File: src/rtl/uart_trx_param.sv
// Parameterised UART transceiver with TX/RX FIFOs and sticky RX error flags.
// Optional internal loopback is built only when UART_TRX_LOOPBACK_EN is defined.

module uart_trx_param #(
    parameter int CLK_HZ     = 50000000,
    parameter int BAUD       = 115200,
    parameter int DATA_W     = 8,
    parameter int PARITY     = 0,
    parameter int STOP_BITS  = 1,
    parameter int FIFO_DEPTH = 16
) (
    input  logic              clk,
    input  logic              rst_n,
    input  logic [DATA_W-1:0] tdata,
    input  logic              twrreq,
    output logic              tfull,
    output logic [DATA_W-1:0] rdata,
    input  logic              rdreq,
    output logic              rdempty,
    input  logic              uart_rxd,
    output logic              uart_txd,
    input  logic              loopback,
    input  logic              err_clr,
    output logic              rx_overrun,
    output logic              rx_frame_err,
    output logic              rx_parity_err
);

    localparam int BAUD_DIV_RAW = (CLK_HZ + BAUD / 2) / BAUD;
    localparam int BAUD_DIV     = (BAUD_DIV_RAW < 8) ? 8 : BAUD_DIV_RAW;
    localparam int CW           = $clog2(BAUD_DIV);
    localparam int AW           = $clog2(FIFO_DEPTH);
    localparam logic [CW-1:0] DIV_LAST  = CW'(BAUD_DIV - 1);
    localparam logic [CW-1:0] HALF_LAST = CW'(BAUD_DIV / 2 - 1);
    localparam logic [CW-1:0] CNT_ONE   = CW'(1);
    localparam logic [AW:0]   PTR_ONE   = {{AW{1'b0}}, 1'b1};
    localparam logic [2:0]    BIT_LAST  = 3'(DATA_W - 1);
    localparam logic          STOP_LAST = 1'(STOP_BITS - 1);

    typedef enum logic [2:0] {
        S_IDLE, S_START, S_DATA, S_PARITY, S_STOP, S_WAIT_HIGH
    } state_t;

    // ---------------- TX FIFO ----------------
    logic [DATA_W-1:0] tx_mem [FIFO_DEPTH];
    logic [AW:0]       tx_wptr, tx_rptr;
    logic              tx_empty, tx_push, tx_pop;

    assign tfull    = (tx_wptr[AW] != tx_rptr[AW]) && (tx_wptr[AW-1:0] == tx_rptr[AW-1:0]);
    assign tx_empty = (tx_wptr == tx_rptr);
    assign tx_push  = twrreq && !tfull;

    always_ff @(posedge clk or negedge rst_n) begin
        if (!rst_n) begin
            tx_wptr <= '0;
            tx_rptr <= '0;
        end else begin
            if (tx_push) tx_wptr <= tx_wptr + PTR_ONE;
            if (tx_pop)  tx_rptr <= tx_rptr + PTR_ONE;
        end
    end

    always_ff @(posedge clk) begin
        if (tx_push) tx_mem[tx_wptr[AW-1:0]] <= tdata;
    end

    // ---------------- TX engine ----------------
    state_t            tx_state, tx_next;
    logic [CW-1:0]     tx_cnt;
    logic [2:0]        tx_bit;
    logic              tx_stop;
    logic [DATA_W-1:0] tx_data;
    logic              tx_tick, tx_par, tx_line;

    assign tx_tick = (tx_cnt == DIV_LAST);
    assign tx_par  = (PARITY == 1) ? ~(^tx_data) : ^tx_data;

    always_ff @(posedge clk or negedge rst_n) begin
        if (!rst_n) begin
            tx_state <= S_IDLE;
            tx_cnt   <= '0;
            tx_bit   <= '0;
            tx_stop  <= 1'b0;
            tx_data  <= '0;
        end else begin
            tx_state <= tx_next;
            tx_cnt   <= (tx_state == S_IDLE || tx_tick) ? '0 : tx_cnt + CNT_ONE;
            if (tx_pop) tx_data <= tx_mem[tx_rptr[AW-1:0]];
            if (tx_state != S_DATA) tx_bit <= '0;
            else if (tx_tick)       tx_bit <= tx_bit + 3'd1;
            if (tx_state != S_STOP) tx_stop <= 1'b0;
            else if (tx_tick)       tx_stop <= ~tx_stop;
        end
    end

    // A new frame is fetched either from idle or straight out of the last stop cell.
    always_comb begin
        tx_next = tx_state;
        tx_pop  = 1'b0;
        case (tx_state)
            S_IDLE: if (!tx_empty) begin
                tx_next = S_START;
                tx_pop  = 1'b1;
            end
            S_START:  if (tx_tick) tx_next = S_DATA;
            S_DATA:   if (tx_tick && tx_bit == BIT_LAST) tx_next = (PARITY == 0) ? S_STOP : S_PARITY;
            S_PARITY: if (tx_tick) tx_next = S_STOP;
            S_STOP: if (tx_tick && tx_stop == STOP_LAST) begin
                if (!tx_empty) begin
                    tx_next = S_START;
                    tx_pop  = 1'b1;
                end else begin
                    tx_next = S_IDLE;
                end
            end
            default: tx_next = S_IDLE;
        endcase
    end

    always_comb begin
        tx_line = 1'b1;
        case (tx_state)
            S_START:  tx_line = 1'b0;
            S_DATA:   tx_line = tx_data[tx_bit];
            S_PARITY: tx_line = tx_par;
            default:  tx_line = 1'b1;
        endcase
    end

    always_ff @(posedge clk or negedge rst_n) begin
        if (!rst_n) uart_txd <= 1'b1;
        else        uart_txd <= tx_line;
    end

    // ---------------- RX input synchroniser ----------------
    logic rx_src, rx_s1, rx_s2, rx_prev, rx_fall;

`ifdef UART_TRX_LOOPBACK_EN
    assign rx_src = loopback ? uart_txd : uart_rxd;
`else
    logic unused_loopback;
    assign unused_loopback = loopback;
    assign rx_src          = uart_rxd;
`endif

    always_ff @(posedge clk or negedge rst_n) begin
        if (!rst_n) begin
            rx_s1   <= 1'b1;
            rx_s2   <= 1'b1;
            rx_prev <= 1'b1;
        end else begin
            rx_s1   <= rx_src;
            rx_s2   <= rx_s1;
            rx_prev <= rx_s2;
        end
    end

    assign rx_fall = rx_prev && !rx_s2;

    // ---------------- RX FIFO ----------------
    logic [DATA_W-1:0] rx_mem [FIFO_DEPTH];
    logic [AW:0]       rx_wptr, rx_rptr;
    logic              rx_full, rx_push, rx_pop;
    logic [DATA_W-1:0] rx_shift;

    assign rx_full = (rx_wptr[AW] != rx_rptr[AW]) && (rx_wptr[AW-1:0] == rx_rptr[AW-1:0]);
    assign rdempty = (rx_wptr == rx_rptr);
    assign rx_pop  = rdreq && !rdempty;
    assign rdata   = rx_mem[rx_rptr[AW-1:0]];

    always_ff @(posedge clk or negedge rst_n) begin
        if (!rst_n) begin
            rx_wptr <= '0;
            rx_rptr <= '0;
        end else begin
            if (rx_push) rx_wptr <= rx_wptr + PTR_ONE;
            if (rx_pop)  rx_rptr <= rx_rptr + PTR_ONE;
        end
    end

    always_ff @(posedge clk) begin
        if (rx_push) rx_mem[rx_wptr[AW-1:0]] <= rx_shift;
    end

    // ---------------- RX engine ----------------
    state_t        rx_state, rx_next;
    logic [CW-1:0] rx_cnt;
    logic [2:0]    rx_bit;
    logic          rx_par, rx_sample, rx_par_bad, rx_good;
    logic          set_overrun, set_frame, set_parity;

    // The start cell is checked at half a cell; every later sample is one full cell on.
    assign rx_sample  = (rx_state == S_START) ? (rx_cnt == HALF_LAST) : (rx_cnt == DIV_LAST);
    assign rx_par_bad = (PARITY == 1) ? ~(^{rx_shift, rx_par}) : ^{rx_shift, rx_par};

    always_ff @(posedge clk or negedge rst_n) begin
        if (!rst_n) begin
            rx_state <= S_IDLE;
            rx_cnt   <= '0;
            rx_bit   <= '0;
            rx_shift <= '0;
            rx_par   <= 1'b0;
        end else begin
            rx_state <= rx_next;
            rx_cnt   <= (rx_state == S_IDLE || rx_state == S_WAIT_HIGH || rx_sample) ? '0 : rx_cnt + CNT_ONE;
            if (rx_state != S_DATA) rx_bit <= '0;
            else if (rx_sample) begin
                rx_bit   <= rx_bit + 3'd1;
                rx_shift <= {rx_s2, rx_shift[DATA_W-1:1]};
            end
            if (rx_state == S_PARITY && rx_sample) rx_par <= rx_s2;
        end
    end

    always_comb begin
        rx_next = rx_state;
        case (rx_state)
            S_IDLE:      if (rx_fall) rx_next = S_START;
            S_START:     if (rx_sample) rx_next = rx_s2 ? S_IDLE : S_DATA;
            S_DATA:      if (rx_sample && rx_bit == BIT_LAST) rx_next = (PARITY == 0) ? S_STOP : S_PARITY;
            S_PARITY:    if (rx_sample) rx_next = S_STOP;
            S_STOP:      if (rx_sample) rx_next = rx_s2 ? S_IDLE : S_WAIT_HIGH;
            S_WAIT_HIGH: if (rx_s2) rx_next = S_IDLE;
            default:     rx_next = S_IDLE;
        endcase
    end

    always_comb begin
        rx_good     = (rx_state == S_STOP) && rx_sample && rx_s2;
        rx_push     = rx_good && !rx_full;
        set_overrun = rx_good && rx_full;
        set_frame   = (rx_state == S_STOP) && rx_sample && !rx_s2;
        set_parity  = rx_good && (PARITY != 0) && rx_par_bad;
    end

    // A set event in the same cycle as err_clr takes priority.
    always_ff @(posedge clk or negedge rst_n) begin
        if (!rst_n) begin
            rx_overrun    <= 1'b0;
            rx_frame_err  <= 1'b0;
            rx_parity_err <= 1'b0;
        end else begin
            if (set_overrun)  rx_overrun <= 1'b1;
            else if (err_clr) rx_overrun <= 1'b0;
            if (set_frame)    rx_frame_err <= 1'b1;
            else if (err_clr) rx_frame_err <= 1'b0;
            if (set_parity)   rx_parity_err <= 1'b1;
            else if (err_clr) rx_parity_err <= 1'b0;
        end
    end

endmodule

File: config.mk
export PLATFORM = sky130hd
export DESIGN_NAME = uart_trx_param
export DESIGN_NICKNAME = d
export VERILOG_FILES = /design/src/rtl/uart_trx_param.sv
export SDC_FILE = /design/constraint.sdc
export NUM_CORES = 1
export LEC_CHECK = 0
export BUFFER_PORTS_ARGS = -buffer_cell sky130_fd_sc_hd__buf_4
export CELL_PAD_IN_SITES_DETAIL_PLACEMENT = 1
export CELL_PAD_IN_SITES_GLOBAL_PLACEMENT = 2
export CORE_AREA = 3 3 172 174
export DETAILED_ROUTE_END_ITERATION = 16
export DIE_AREA = 0 0 175 177
export PLACE_DENSITY_LB_ADDON = 0.1
export SETUP_SLACK_MARGIN = 0.4
export SYNTH_ARGS = -nofsm -noshare
export SYNTH_HDL_FRONTEND = slang
export SYNTH_SLANG_ARGS = --single-unit
File: constraint.sdc
create_clock -name clk -period 3.1 [get_ports clk]
set_input_delay 0.62 -clock clk [delete_from_list [all_inputs] [get_ports clk]]
set_output_delay 0.62 -clock clk [all_outputs]
set_load 0.01 [all_outputs]
==> impl_metrics.yaml <==
status:
  status: "finished clean"
timing:
  skew_ns: 0.0217
  maxSlewHeadroom: 0.468
  fmax_mhz: 330
  finalCriticalPeriod_ns: 3.03
  fin_tns_setup_ns: 0
  period_share: 0.978
  finalMaxSlewViolations: 0
  hold_violations: 0
  worst_pin_slew_ns: 0.797
  rsz0062_at_grt: "yes"
  finalSetupViolCount: 0
critical_path:
  cpPeakStageDelay_ns: 0.52
  cp.arrival_ns: 2.41
  crit_path_frequent_cell: "mux4_2"
  slowest_stage: "mux4_2"
  crit_type: "flop to output pin"
  path_max_fanout: 11
  path_cells: "buf_12 > mux4_2 > mux4_2 > buf_4"
  rr_worst_depth: 8
  cp-start-kind: "flop"
  critPathRequiredTime_ns: 2.48
  regToRegSetupSlack_ns: 0.54
  rr_endpoint: "rx_mem[4][1]$_DFFE_PP_"
  rr_startpoint: "rx_rptr[0]$_DFFE_PN0P_"
  critPathCaptureType: "output pin"
placement:
  gp_congestion: 0.739
  place_inst: 1127
  io_buffers: 26
  dp_hpwl_um: 18200
grt:
  grtUsageTotal: 0.189
  grt-ovfl-total: 0
  grt_first_pass_wirelength_um: 44900
  grt_max_degree: 55
  grt_pass1_vias: 7571
  antenna_found_initial: 0
routing:
  viasPerCell: 5.60
  route.vias.total: 6714
  ant_nets: 0
  wl_per_cell_um: 23.3
  first_iter_violations: 426
  finalWirelength_um: 27900
  first_pass_iters: 4
  drc: 0
pwr:
  pwr-share-clk: 0.398
  power_switching_mw: 2.61
  pwr-share-comb: 0.124
  leakage_nw: 5.16
  p_int_mw: 8.36
  vdd_drop_max_v: 0.000503
  seqPwrFrac: 0.478
  power.density_nw_per_um2: 708
  swShare: 0.238
finish:
  nets: 826
  fillers: 2539
  drive_gt1_frac: 0.276
  area_growth_pct: 15.3
  diodes: 0
  fin_cells: 1200
clock_tree:
  numCtsBuffers: 37
  cts_tree: "yes"
  root_buffer: "clkbuf_16"
  insertion_delay_ns: 0.52
  htree_levels: 2
  clockBufferDepth: 3
  clock_sinks: 329
  clkTransAtPathRegs_ns: 0.05
  cts_hold_buf: 0
floorplanning:
  start_util: 0.481
  placementRows: 61
  die-area_um2: 31000
  core_area_um2: 27900
  io_pins: 29
  fp.dieH_um: 177
  die_w_um: 175
synthesis:
  yosysMostFrequentCell: "edfxtp_1"
  synthesis.area_um2: 13400
  ys.flop_type: "edfxtp_1"
  syn_avg_cell_area_um2: 18.3
  yosysTopAreaCell: "edfxtp_1"
  ys_top_cells_by_count: "edfxtp_1 (256), mux4_2 (74), dfrtp_1 (69)"
  yosys.area.top_type_share: 0.572
  ys_types: 52
  synthCells: 734
  ys.warnings.count: 0
  ys_ff_latch: 329
  synth_nets: 766
  ys_seq_area_frac: 0.708
  synth_edf_count: 256
  synthTopCellsByArea: "edfxtp_1 (57%), dfrtp_1 (13%), mux4_2 (12%)"
  ys_async_sr_fraction: 0.222
run:
  cap_violations: 0
min_path:
  worstHoldPathType: "input pin to async pin"
-- sequential cells by signal, indices dropped and copies added, names as in the netlist, 8 cells and up --
name / cells
rx_mem: 128
tx_data: 8
tx_mem: 128
rx_cnt: 9
rx_shift: 8
tx_cnt: 9
-- stage by stage --
stage / cell area [um^2] / power, mW / setup WS (ns) / hold WS [ns] / utilization
2_1_floorplan: 13400 / 6.13 / 0.621 / 0.324 / -
3_3_place_gp: 14200 / 6.57 / 0.457 / 0.350 / 0.507
3_5_place_dp: 14200 / 6.63 / 0.422 / 0.349 / 0.507
4_1_cts: 15400 / 11.1 / 0.0233 / 0.200 / 0.552
5_1_grt: 15500 / 11.4 / 0.0142 / 0.212 / 0.555
6_report: 15500 / 11.0 / 0.0673 / 0.173 / 0.555
-- worst max path at each step --
stage / from / end / slack [ns] / cells past startpoint
floorplan: rx_rptr[0]$_DFFE_PN0P_ / rdata[0] / 0.62 / 4
global placement: rx_rptr[0]$_DFFE_PN0P_ / rdata[6] / 0.46 / 4
detailed placement: rx_cnt[1]$_DFF_PN0_ / rx_mem[1][5]$_DFFE_PP_ / 0.42 / 5
CTS: rx_rptr[0]$_DFFE_PN0P_ / rdata[6] / 0.02 / 4
global route: rx_rptr[0]$_DFFE_PN0P_ / rdata[2] / 0.01 / 4
finish: rx_rptr[0]$_DFFE_PN0P_ / rdata[0] / 0.07 / 4
-- placed cells by master (no fill, tap or decap), types with 3 or more instances in the layout --
cell	Yosys	layout
a21o_1	10	10
a21oi_1	12	12
a22oi_1	17	17
and2_1	15	3
and2_2	0	11
and3_1	11	10
and4_1	4	4
buf_12	0	3
buf_4	1	47
buf_6	1	6
bufinv_16	0	5
clkbuf_1	18	8
clkbuf_16	0	38
clkinv_1	0	5
clkinv_2	0	9
dfrtp_1	69	66
dfstp_2	4	4
edfxtp_1	256	256
ha_1	17	17
inv_1	15	15
mux2_2	11	11
mux2i_1	4	4
mux4_2	74	74
nand2_1	15	15
nand3_1	11	11
nand4_1	9	9
nor2_1	39	39
nor2b_1	4	4
nor3b_1	6	6
nor4b_1	5	4
o21a_1	3	3
o21ai_0	5	5
xnor2_1	29	29
xor2_1	23	22
-- power by group through the flow --
| stage | registers, mW | logic [mW] | clock network [mW] |
|---|---|---|---|
| finish | 5.25 | 1.36 | 4.37 |
| global route | 5.28 | 1.49 | 4.68 |
| CTS | 5.25 | 1.32 | 4.48 |
| detailed placement | 5.34 | 1.29 | 0 |
| global placement | 5.31 | 1.25 | 0 |
| floorplan | 5.20 | 0.932 | 0 |
-- cells by family (layout without fill, tap and decap cells) --
kind of cell,after synthesis,in the layout,synth area share
AOI/OAI and AO/OA,61,61,0.0323
xor gates and xnor gates,52,52,0.0339
adders and majority gates,17,17,0.0158
buffers and inverters,50,138,0.0158
DFF,329,329,0.708
muxes,89,89,0.136
other,1,1,0.000279
and+or+nand+nor,135,135,0.0574
-- final cells by class --
| cell class | count | area, um^2 | area share |
|---|---|---|---|
| sequential | 329 | 9530 | 0.615 |
| multi-input combinational | 355 | 3740 | 0.241 |
| clock buffer | 47 | 995 | 0.0642 |
| timing repair buffer | 56 | 480 | 0.0310 |
| tap | 378 | 473 | 0.0305 |
| clock inverter | 20 | 230 | 0.0149 |
| inverter | 15 | 56.3 | 0.00363 |
-- routing by layer --
metal	vias up	wire length, um	global-route usage
met3	43	957	0.0283
met5	-	0	0
li1	3007	-	-
met1	3563	11800	0.245
met2	101	14600	0.338
met4	0	617	0.0502
-- worst max-delay path: cells and delay by family, from the launching register on --
kind,cells,cell delay [ns]
muxes,2,1.04
DFF,1,0.51
buffers and inverters,2,0.35
-- repair_timing --
item / CTS / global route
endpoints found under the setup margin: 9 / 122
setup buffers: 2 / 4
pin swaps: 1 / 1
resized for setup: 3 / 20
No activity file was read; power rests on OpenSTA's default activity.
